$ cat src/rtl/bw_io_impctl_pkg.sv
// rtl/bw_io_impctl_pkg.sv - shared types for the impctl calibration engines
package bw_io_impctl_pkg;

  typedef enum logic [1:0] {
    ST_IDLE   = 2'd0,
    ST_SETTLE = 2'd1,
    ST_SAMPLE = 2'd2,
    ST_UPDATE = 2'd3
  } impctl_cal_st_t;

  typedef enum logic {
    DN = 1'b0,
    UP = 1'b1
  } impctl_dir_t;

  localparam int FILT_CNT_W   = 4;
  localparam int SETTLE_CNT_W = 8;

endpackage

$ cat src/rtl/bw_io_impctl_cmpfilt.sv
// rtl/bw_io_impctl_cmpfilt.sv - comparator synchronizer and consecutive-sample filter
module bw_io_impctl_cmpfilt
  import bw_io_impctl_pkg::*;
#(
  parameter int FILT_DEPTH = 4
) (
  input  logic        clk,
  input  logic        rst,
  input  logic        i_above,
  input  logic        i_sample,
  input  logic        i_clr,
  input  logic        i_hold,
  output logic        o_dir_valid,
  output impctl_dir_t o_dir
);

  logic [1:0]            r_sync;
  logic [FILT_CNT_W-1:0] r_cnt;
  logic                  r_val;
  logic                  w_above_s;
  logic                  w_take;
  logic [FILT_CNT_W-1:0] w_cnt_nxt;

  assign w_above_s = r_sync[1];
  assign w_take    = i_sample && !i_clr && !i_hold;
  // An empty filter adopts whatever value arrives, so storing above_s is always correct.
  assign w_cnt_nxt = (r_cnt == '0 || w_above_s == r_val) ? r_cnt + 1'b1 : FILT_CNT_W'(1);

  always_ff @(posedge clk or posedge rst) begin
    if (rst) begin
      r_sync <= '0;
      r_cnt  <= '0;
      r_val  <= 1'b0;
    end else begin
      r_sync <= {r_sync[0], i_above};
      if (!i_hold) begin
        if (i_clr) begin
          r_cnt <= '0;
        end else if (i_sample) begin
          r_cnt <= w_cnt_nxt;
          r_val <= w_above_s;
        end
      end
    end
  end

  assign o_dir_valid = w_take && (w_cnt_nxt == FILT_CNT_W'(FILT_DEPTH));
  assign o_dir       = impctl_dir_t'(w_above_s);

endmodule

$ cat src/rtl/bw_io_impctl_ddr_dncal.sv
// rtl/bw_io_impctl_ddr_dncal.sv - pulldown impedance calibration FSM, code register and lock
module bw_io_impctl_ddr_dncal
  import bw_io_impctl_pkg::*;
#(
  parameter int CODE_W     = 8,
  parameter int FILT_DEPTH = 4,
  parameter int SETTLE_CYC = 7,
  parameter int LOCK_REV   = 2,
  parameter int RST_CODE   = 2 ** (CODE_W - 1)
) (
  input  logic              clk,
  input  logic              global_reset,
  input  logic              above,
  input  logic              sclk,
  input  logic              cal_en,
  input  logic              freeze,
  output logic [CODE_W-1:0] cbd,
  output logic              code_upd,
  output logic              locked,
  output logic              sat
);

  localparam int                REV_W    = $clog2(LOCK_REV + 1);
  localparam logic [CODE_W-1:0] CODE_MAX = {CODE_W{1'b1}};

  impctl_cal_st_t          r_state, w_state_nxt;
  logic [SETTLE_CNT_W-1:0] r_settle;
  logic [REV_W-1:0]        r_rev, w_rev_inc;
  logic                    r_cal_en_d, r_have_last;
  impctl_dir_t             r_dir, r_last_dir, w_dir;
  logic                    w_dir_valid, w_cal_rise, w_at_limit;
  logic [CODE_W-1:0]       r_cbd;
  logic                    r_code_upd, r_locked, r_sat;

  bw_io_impctl_cmpfilt #(.FILT_DEPTH(FILT_DEPTH)) u_cmpfilt (
    .clk        (clk),
    .rst        (global_reset),
    .i_above    (above),
    .i_sample   (r_state == ST_SAMPLE && cal_en && sclk),
    .i_clr      (r_state != ST_SAMPLE || !cal_en),
    .i_hold     (freeze),
    .o_dir_valid(w_dir_valid),
    .o_dir      (w_dir)
  );

  assign w_cal_rise = cal_en && !r_cal_en_d;
  assign w_at_limit = (r_dir == UP) ? (r_cbd == CODE_MAX) : (r_cbd == '0);
  assign w_rev_inc  = (r_rev == REV_W'(LOCK_REV)) ? r_rev : r_rev + 1'b1;

  always_comb begin
    w_state_nxt = r_state;
    if (!freeze) begin
      case (r_state)
        ST_IDLE:   if (cal_en) w_state_nxt = ST_SETTLE;
        ST_SETTLE: if (!cal_en) w_state_nxt = ST_IDLE;
                   else if (r_settle == '0) w_state_nxt = ST_SAMPLE;
        ST_SAMPLE: if (!cal_en) w_state_nxt = ST_IDLE;
                   else if (w_dir_valid) w_state_nxt = ST_UPDATE;
        ST_UPDATE: w_state_nxt = cal_en ? ST_SETTLE : ST_IDLE;
        default:   w_state_nxt = ST_IDLE;
      endcase
    end
  end

  always_ff @(posedge clk or posedge global_reset) begin
    if (global_reset) begin
      r_state     <= ST_IDLE;
      r_settle    <= '0;
      r_rev       <= '0;
      r_cal_en_d  <= 1'b0;
      r_have_last <= 1'b0;
      r_dir       <= DN;
      r_last_dir  <= DN;
      r_cbd       <= CODE_W'(RST_CODE);
      r_code_upd  <= 1'b0;
      r_locked    <= 1'b0;
      r_sat       <= 1'b0;
    end else begin
      r_code_upd <= 1'b0;
      if (!freeze) begin
        r_state    <= w_state_nxt;
        r_cal_en_d <= cal_en;
        // Settle window is SETTLE_CYC cycles long, counting down to zero inclusive.
        if (w_state_nxt == ST_SETTLE)
          r_settle <= (r_state != ST_SETTLE) ? SETTLE_CNT_W'(SETTLE_CYC - 1) : r_settle - 1'b1;
        else
          r_settle <= '0;
        if (w_dir_valid) r_dir <= w_dir;
        if (w_cal_rise) begin
          r_locked <= 1'b0;
          r_sat    <= 1'b0;
          r_rev    <= '0;
        end
        if (r_state == ST_UPDATE) begin
          if (w_at_limit) begin
            r_sat <= 1'b1;
          end else begin
            r_cbd      <= (r_dir == UP) ? r_cbd + 1'b1 : r_cbd - 1'b1;
            r_code_upd <= 1'b1;
          end
          if (r_have_last && r_dir != r_last_dir) begin
            r_rev <= w_rev_inc;
            if (w_rev_inc == REV_W'(LOCK_REV)) r_locked <= 1'b1;
          end else if (r_have_last) begin
            r_rev    <= '0;
            r_locked <= 1'b0;
          end
          r_last_dir  <= r_dir;
          r_have_last <= 1'b1;
        end
      end
    end
  end

  assign cbd      = r_cbd;
  assign code_upd = r_code_upd;
  assign locked   = r_locked;
  assign sat      = r_sat;

endmodule

$ cat config.mk
export PLATFORM = sky130hd
export DESIGN_NAME = bw_io_impctl_ddr_dncal
export DESIGN_NICKNAME = d
export VERILOG_FILES = /design/src/rtl/bw_io_impctl_pkg.sv /design/src/rtl/bw_io_impctl_cmpfilt.sv /design/src/rtl/bw_io_impctl_ddr_dncal.sv
export SDC_FILE = /design/constraint.sdc
export NUM_CORES = 1
export LEC_CHECK = 0
export CAP_MARGIN = 20
export CORE_UTILIZATION = 41
export DETAILED_ROUTE_END_ITERATION = 8
export GPL_TIMING_DRIVEN = 0
export PLACE_DENSITY_LB_ADDON = 0.12
export REMOVE_ABC_BUFFERS = 1
export SYNTH_ARGS = -nofsm -noshare
export SYNTH_HDL_FRONTEND = slang
export SYNTH_HIERARCHICAL = 1
export SYNTH_SLANG_ARGS = --single-unit
$ cat constraint.sdc
create_clock -name clk -period 6.3 [get_ports clk]
set_clock_uncertainty 0.15 [all_clocks]
set_input_delay 0.63 -clock clk [delete_from_list [all_inputs] [get_ports clk]]
set_output_delay 0.63 -clock clk [all_outputs]
set_load 0.1 [all_outputs]
=== Word-level counts from Yosys, hierarchy flattened ===
Cells that the tools add are included.

* Register bits after elaboration: 34
* Bits of input ports: 6
* Output and inout port bits: 11

* Add/subtract/negate cells: 5
* Eq/ne operators: 12
* Mux-type cells: 31
* Bitwise logic cells: 3
* Reductions and logical operators: 23

{| class="wikitable"
|+ Operators with widths
! cell !! number
|-
| $mux W8 || 3
|-
| $mux W2 || 11
|-
| $logic_not A8 Y1 || 2
|-
| $sub A8 B1 Y8 const B || 2
|-
| $mux W1 || 13
|-
| $mux W4 || 3
|-
| $add A8 B1 Y8 const B || 1
|-
| $eq A2 B2 Y1 const B || 4
|-
| $eq A8 B8 Y1 const B || 1
|-
| $pmux W2 S4 || 1
|-
| $logic_and A1 B1 Y1 || 7
|-
| $reduce_and A2 Y1 || 3
|-
| $reduce_and A3 Y1 || 2
|-
| $add A4 B1 Y4 const B || 1
|-
| $eq A2 B1 Y1 const B || 2
|-
| $eq A4 B3 Y1 const B || 1
|-
| $logic_not A1 Y1 || 4
|-
| $logic_not A4 Y1 || 1
|-
| $not A1 Y1 || 3
|-
| $add A2 B1 Y2 const B || 1
|-
| $logic_not A2 Y1 || 1
|-
| $logic_or A1 B1 Y1 || 2
|-
| $ne A2 B1 Y1 const B || 1
|-
| $ne A2 B2 Y1 const B || 1
|-
| other kinds (3) || 3
|}

=== Logic depth before layout (Yosys ltp) ===
* Word-level depth: 12
* Gate-level depth with buffers: 10
* Depth with buffers taken out: 10

=== Cells and area by module ===
Netlist, hierarchy kept.

{| class="wikitable"
|+ Modules (own cells, without submodules)
! module !! times used !! cells an instance !! area an instance (sq um) !! seq. area each (sq um)
|-
| bw_io_impctl_ddr_dncal || 1 || 163 || 1606.5 || 676.9
|-
| bw_io_impctl_cmpfilt || 1 || 39 || 399.1 || 175.2
|}

=== Least setup slack after synthesis ===
No wires, ideal clock.

* Path type: register -> register
* Start point: reg r_cbd[1], in the netlist cbd[1]
* End point: reg r_cbd[7], in the netlist cbd[7]
* Setup time: 0.098 ns
* Arrival time: 2.241 ns
* Required time: 6.052 ns
* Path slack: 3.811 ns
* Stages on the path, launching flop included: 7
* Path buffers: 0
* Period minus slack after synthesis: 2.489 ns
* Cell sequence: dfrtp_1 > ha_1 > a211oi_1 > o21ai_0 > a211oi_1 > o21ai_1 > xnor2_1

* Longest elaborated chain between the ends: 4
* Elaborated cells on any way between the ends: 8

{| class="wikitable"
|+ RTL lines
! element !! line !! text
|-
| from (decl) || bw_io_impctl_ddr_dncal.sv:32 || <nowiki>logic [CODE_W-1:0] r_cbd;</nowiki>
|-
| from (signal assigned) || bw_io_impctl_ddr_dncal.sv:74 || <nowiki>r_cbd <= CODE_W'(RST_CODE);</nowiki>
|-
| from (signal assigned) || bw_io_impctl_ddr_dncal.sv:98 || <nowiki>r_cbd <= (r_dir == UP) ? r_cbd + 1'b1 : r_cbd - 1'b1;</nowiki>
|-
| branches (longest 4 deep; another with $sub A8 B1 Y8) || -- ||
|}

Parallel ways; which one is timed is not known.
A chain may end at the register's enable or synchronous reset.

=== Worst setup path after layout ===
* Start point: in cal_en
* End point: reg r_settle[2]

* Longest elaborated chain between the ends: 12
* Elaborated cells on any way between the ends: 17

{| class="wikitable"
|+ RTL lines
! element !! line !! text
|-
| from (decl) || bw_io_impctl_ddr_dncal.sv:15 || <nowiki>input logic cal_en,</nowiki>
|-
| $logic_not A1 Y1 || -- ||
|-
| $logic_or A1 B1 Y1 || bw_io_impctl_ddr_dncal.sv:40 || <nowiki>.i_clr (r_state != ST_SAMPLE || !cal_en),</nowiki>
|-
| $logic_not A1 Y1 || bw_io_impctl_cmpfilt.sv:25 || <nowiki>assign w_take = i_sample && !i_clr && !i_hold;</nowiki>
|-
| $logic_and A1 B1 Y1 (*) (2 in series) || bw_io_impctl_cmpfilt.sv:25 ||
|-
| $logic_and A1 B1 Y1 (*) || bw_io_impctl_cmpfilt.sv:47 || <nowiki>assign o_dir_valid = w_take && (w_cnt_nxt == FILT_CNT_W'(FILT_DEPTH));</nowiki>
|-
| via w_dir_valid || bw_io_impctl_ddr_dncal.sv:31 || <nowiki>logic w_dir_valid, w_cal_rise, w_at_limit;</nowiki>
|-
| $mux W2 (*) || bw_io_impctl_ddr_dncal.sv:58 || <nowiki>else if (w_dir_valid) w_state_nxt = ST_UPDATE;</nowiki>
|-
| $mux W2 (*) || bw_io_impctl_ddr_dncal.sv:57 || <nowiki>ST_SAMPLE: if (!cal_en) w_state_nxt = ST_IDLE;</nowiki>
|-
| $pmux W2 S4 (*) || bw_io_impctl_ddr_dncal.sv:53 || <nowiki>case (r_state)</nowiki>
|-
| $mux W2 (*) || bw_io_impctl_ddr_dncal.sv:52 || <nowiki>if (!freeze) begin</nowiki>
|-
| $eq A2 B1 Y1 (*) || bw_io_impctl_ddr_dncal.sv:84 || <nowiki>if (w_state_nxt == ST_SETTLE)</nowiki>
|-
| $mux W8 (*) || bw_io_impctl_ddr_dncal.sv:84 ||
|-
| to (signal assigned) || bw_io_impctl_ddr_dncal.sv:85 || <nowiki>r_settle <= (r_state != ST_SETTLE) ? SETTLE_CNT_W'(SETTLE_CYC - 1) : r_settle - 1'b1;</nowiki>
|-
| to (decl) || bw_io_impctl_ddr_dncal.sv:27 || <nowiki>logic [SETTLE_CNT_W-1:0] r_settle;</nowiki>
|}

The timed path passes the listed nets; every way through them passes the cells marked *.

==> impl_metrics.ini <==
[routing]
vias = 1571
drt_iter0_drc = 104
via_per_inst = 5.380
wirelength_mm = 4.122
ant_nets = 0
drc = 0
first_pass_iters = 4
avgRoutedWirePerCell_um = 14.12

[cts]
cts_tree = yes
cts_max_level = 2
hold_buffers = 0
cts_setup_buffers = 0
cts_buffer_depth = 2
clk_pin_slew_ns = 0.06
clk_latency_ns = 0.28
cts.sink_count = 34
clock-root-buffer = clkbuf_8
post_cts_resized = 0
cts_buffers = 5

[logic_synthesis]
ys_seq_area_share_pct = 42.48
synth_most_common_cell = dfrtp_1
avgSynthCellArea_um2 = 9.929
synthCells = 202
ys.flop_type = dfrtp_1
synth_seq_cells = 34
synth.top_cell.area_share_pct = 41.17
synth_edf_count = 0
yosys-top-cells-area = dfrtp_1 (41%), ha_1 (6.9%), o21ai_0 (4.0%), a21oi_1 (3.5%), mux2_2 (3.4%)
yosysUniqueCellTypes = 48
ys_warn_count = 6
syn-cell-area_um2 = 2006
synth_commonest_cells = dfrtp_1 (33), nand2_1 (17), o21ai_0 (16)
synth_top_area_cell = dfrtp_1
ys_async_sr_fraction_pct = 100.0

[setup_path]
crit_required_ns = 6.36
cp-start-kind = input port
cpPeakStageDelay_ns = 0.52
worstSetupEndpointType = flop
crit_path_top_delay_cell = clkdlybuf4s50_1
setup.worst_path.class = input port to flop
arrival_ns = 3.09
path_buf_inv = 1
crit_chain = clkdlybuf4s50_1 -> nor2b_1 -> and3_1 -> nor3b_2 -> o211ai_1 -> a211oi_1 -> or2b_1 -> a21oi_1 -> o21ai_2 -> a31oi_1 -> a21oi_1
critPathMaxFanout = 4
critPathTopFamily = compound AO/OA/AOI/OAI gates
r2r_slack_ns = 3.70
timing.critical_path.mode_cell = a21oi_1

[placed_design]
port_buffers = 16
dp.cells = 283
hpwl_mm = 3.028
gp_congestion = 0.8475

[final_layout]
drive_above_1_share_pct = 10.22
fillers = 442
area_delta_synth_final_pct = 17.53
finalNonFillerCells = 292
diodes = 0
final_nets = 242

[global_routing]
overflow = 0
grt_pass1_vias = 1553
grt_max_degree = 28
grt_use_total_pct = 17.73
antenna_found_initial = 0
grt_first_pass_wirelength_mm = 7.017

[sta]
holdWs_ns = 0.2045
post-route-period-util_pct = 48.13
rsz0062_at_grt = false
drv_slew = 0
max_freq_mhz = 329.8
slew_headroom_pct = 34.63
worstMarginPinSlew_ns = 0.9774
setup_tns_ns = 0
hold_viol_final = 0
setup_viol = 0
finalCriticalPeriod_ns = 3.032

[floorplan]
num_rows = 25
die_w_um = 71.94
core_um2 = 4723
die_y_um = 71.94
die_area_um2 = 5175
io-pin-count = 17
start_util_pct = 42.46

[min_path]
hold_path_class = flop to flop

[pwr]
peakVddDrop_v = 0.0003682
leakagePower_nw = 1.010
power.density_nw_per_um2 = 341.0
finalPower_uw = 803.8

[job]
cap_viol_max_count = 0

[run_status]
status = completed
layout make-up:
| class | instances | area (um^2) | area share, % |
|---|---|---|---|
| timing repair buffer | 17 | 187.7 | 7.962 |
| clock buffer | 7 | 86.33 | 3.662 |
| tap | 67 | 83.83 | 3.556 |
| sequential | 34 | 852.1 | 36.15 |
| clock inverter | 1 | 5.005 | 0.2123 |
| multi-input combinational | 153 | 1094 | 46.39 |
| inverter | 13 | 48.80 | 2.070 |
report_power, final:
part | switching (mW) | internal [mW] | total, mW | leakage (nW)
sequential | 0.0580 | 0.261 | 0.319 | 0.442
combinational | 0.207 | 0.114 | 0.321 | 0.520
clock | 0.0760 | 0.0881 | 0.164 | 0.0482
kinds of logic (layout without fill, tap and decap cells):
kind of cell	Yosys count	count (layout)	share of synthesized area (%)
compound gates	64	64	21.83
simple gates	61	61	17.09
flops	34	34	42.48
buf+inv	15	38	2.994
fa+ha+maj	12	12	7.860
xor+xnor	10	10	4.367
mux	6	6	3.368
placed cells by master, fill, tap and decap left out, types with 2 or more instances in the layout:
cell type	instances
ha_1	11
dfrtp_1	33
a21o_1	2
a31oi_1	3
o31ai_1	5
nand4_1	2
a21boi_0	2
o21bai_1	2
clkdlybuf4s50_1	16
a21oi_1	14
and2_1	2
nor3b_1	2
xor2_1	3
nor2_1	8
nand2_1	17
inv_1	12
a211oi_1	3
nor2b_1	5
a32o_1	2
nand3_1	7
and3_1	2
xnor2_1	7
mux2_2	6
nor3_1	3
o211ai_1	5
o21ai_0	16
o22ai_1	2
nand2b_1	5
clkbuf_8	6
worst paths after layout:
kind | from | to | depth (start not counted)
worst max register to register | r_state[0] | r_settle[2] | 10
worst max-delay path | cal_en | r_settle[2] | 11
max in group asynchronous | global_reset | cbd[7] | 3
worst min-delay path | u_cmpfilt/r_sync[0] | u_cmpfilt/r_sync[1] | 0
worst min register to register | u_cmpfilt/r_sync[0] | u_cmpfilt/r_sync[1] | 0
min in group asynchronous | global_reset | u_cmpfilt/r_val | 2
worst register-to-register path, delay by kind of cell, from the launching register on:
kind | cells | cell delay [ns]
flip-flops | 1 | 0.45
AND/OR/NAND/NOR | 4 | 0.86
AO/OA/AOI/OAI | 6 | 1.05
flip-flops by register name (all words and copies together), names as in the netlist, 2 cells and up:
name,cells
r_rev,2
r_settle,8
r_state,2
cbd,8
u_cmpfilt/r_sync,2
u_cmpfilt/r_cnt,4
per-stage QoR:
step / area, um^2 / util [%] / worst slack [ns]
global route: 2357 / 49.91 / 2.995
finish: 2357 / 49.91 / 3.268
detailed placement: 2238 / 47.39 / 2.973
CTS: 2330 / 49.32 / 3.265
floorplan: 1994 / - / 3.811
global placement: 2238 / 47.39 / 3.023
per-layer routing:
metal / share of wire (%) / vias to the layer above / global-route usage (%) / wire length, um
li1: - / 776 / - / -
met1: 45 / 754 / 21.47 / 1868
met2: 50 / 35 / 29.98 / 2044
met3: 3.6 / 6 / 4.583 / 148
met4: 1.5 / 0 / 7.625 / 61
met5: 0 / - / 0 / 0
(Power assumes the default switching activity.)
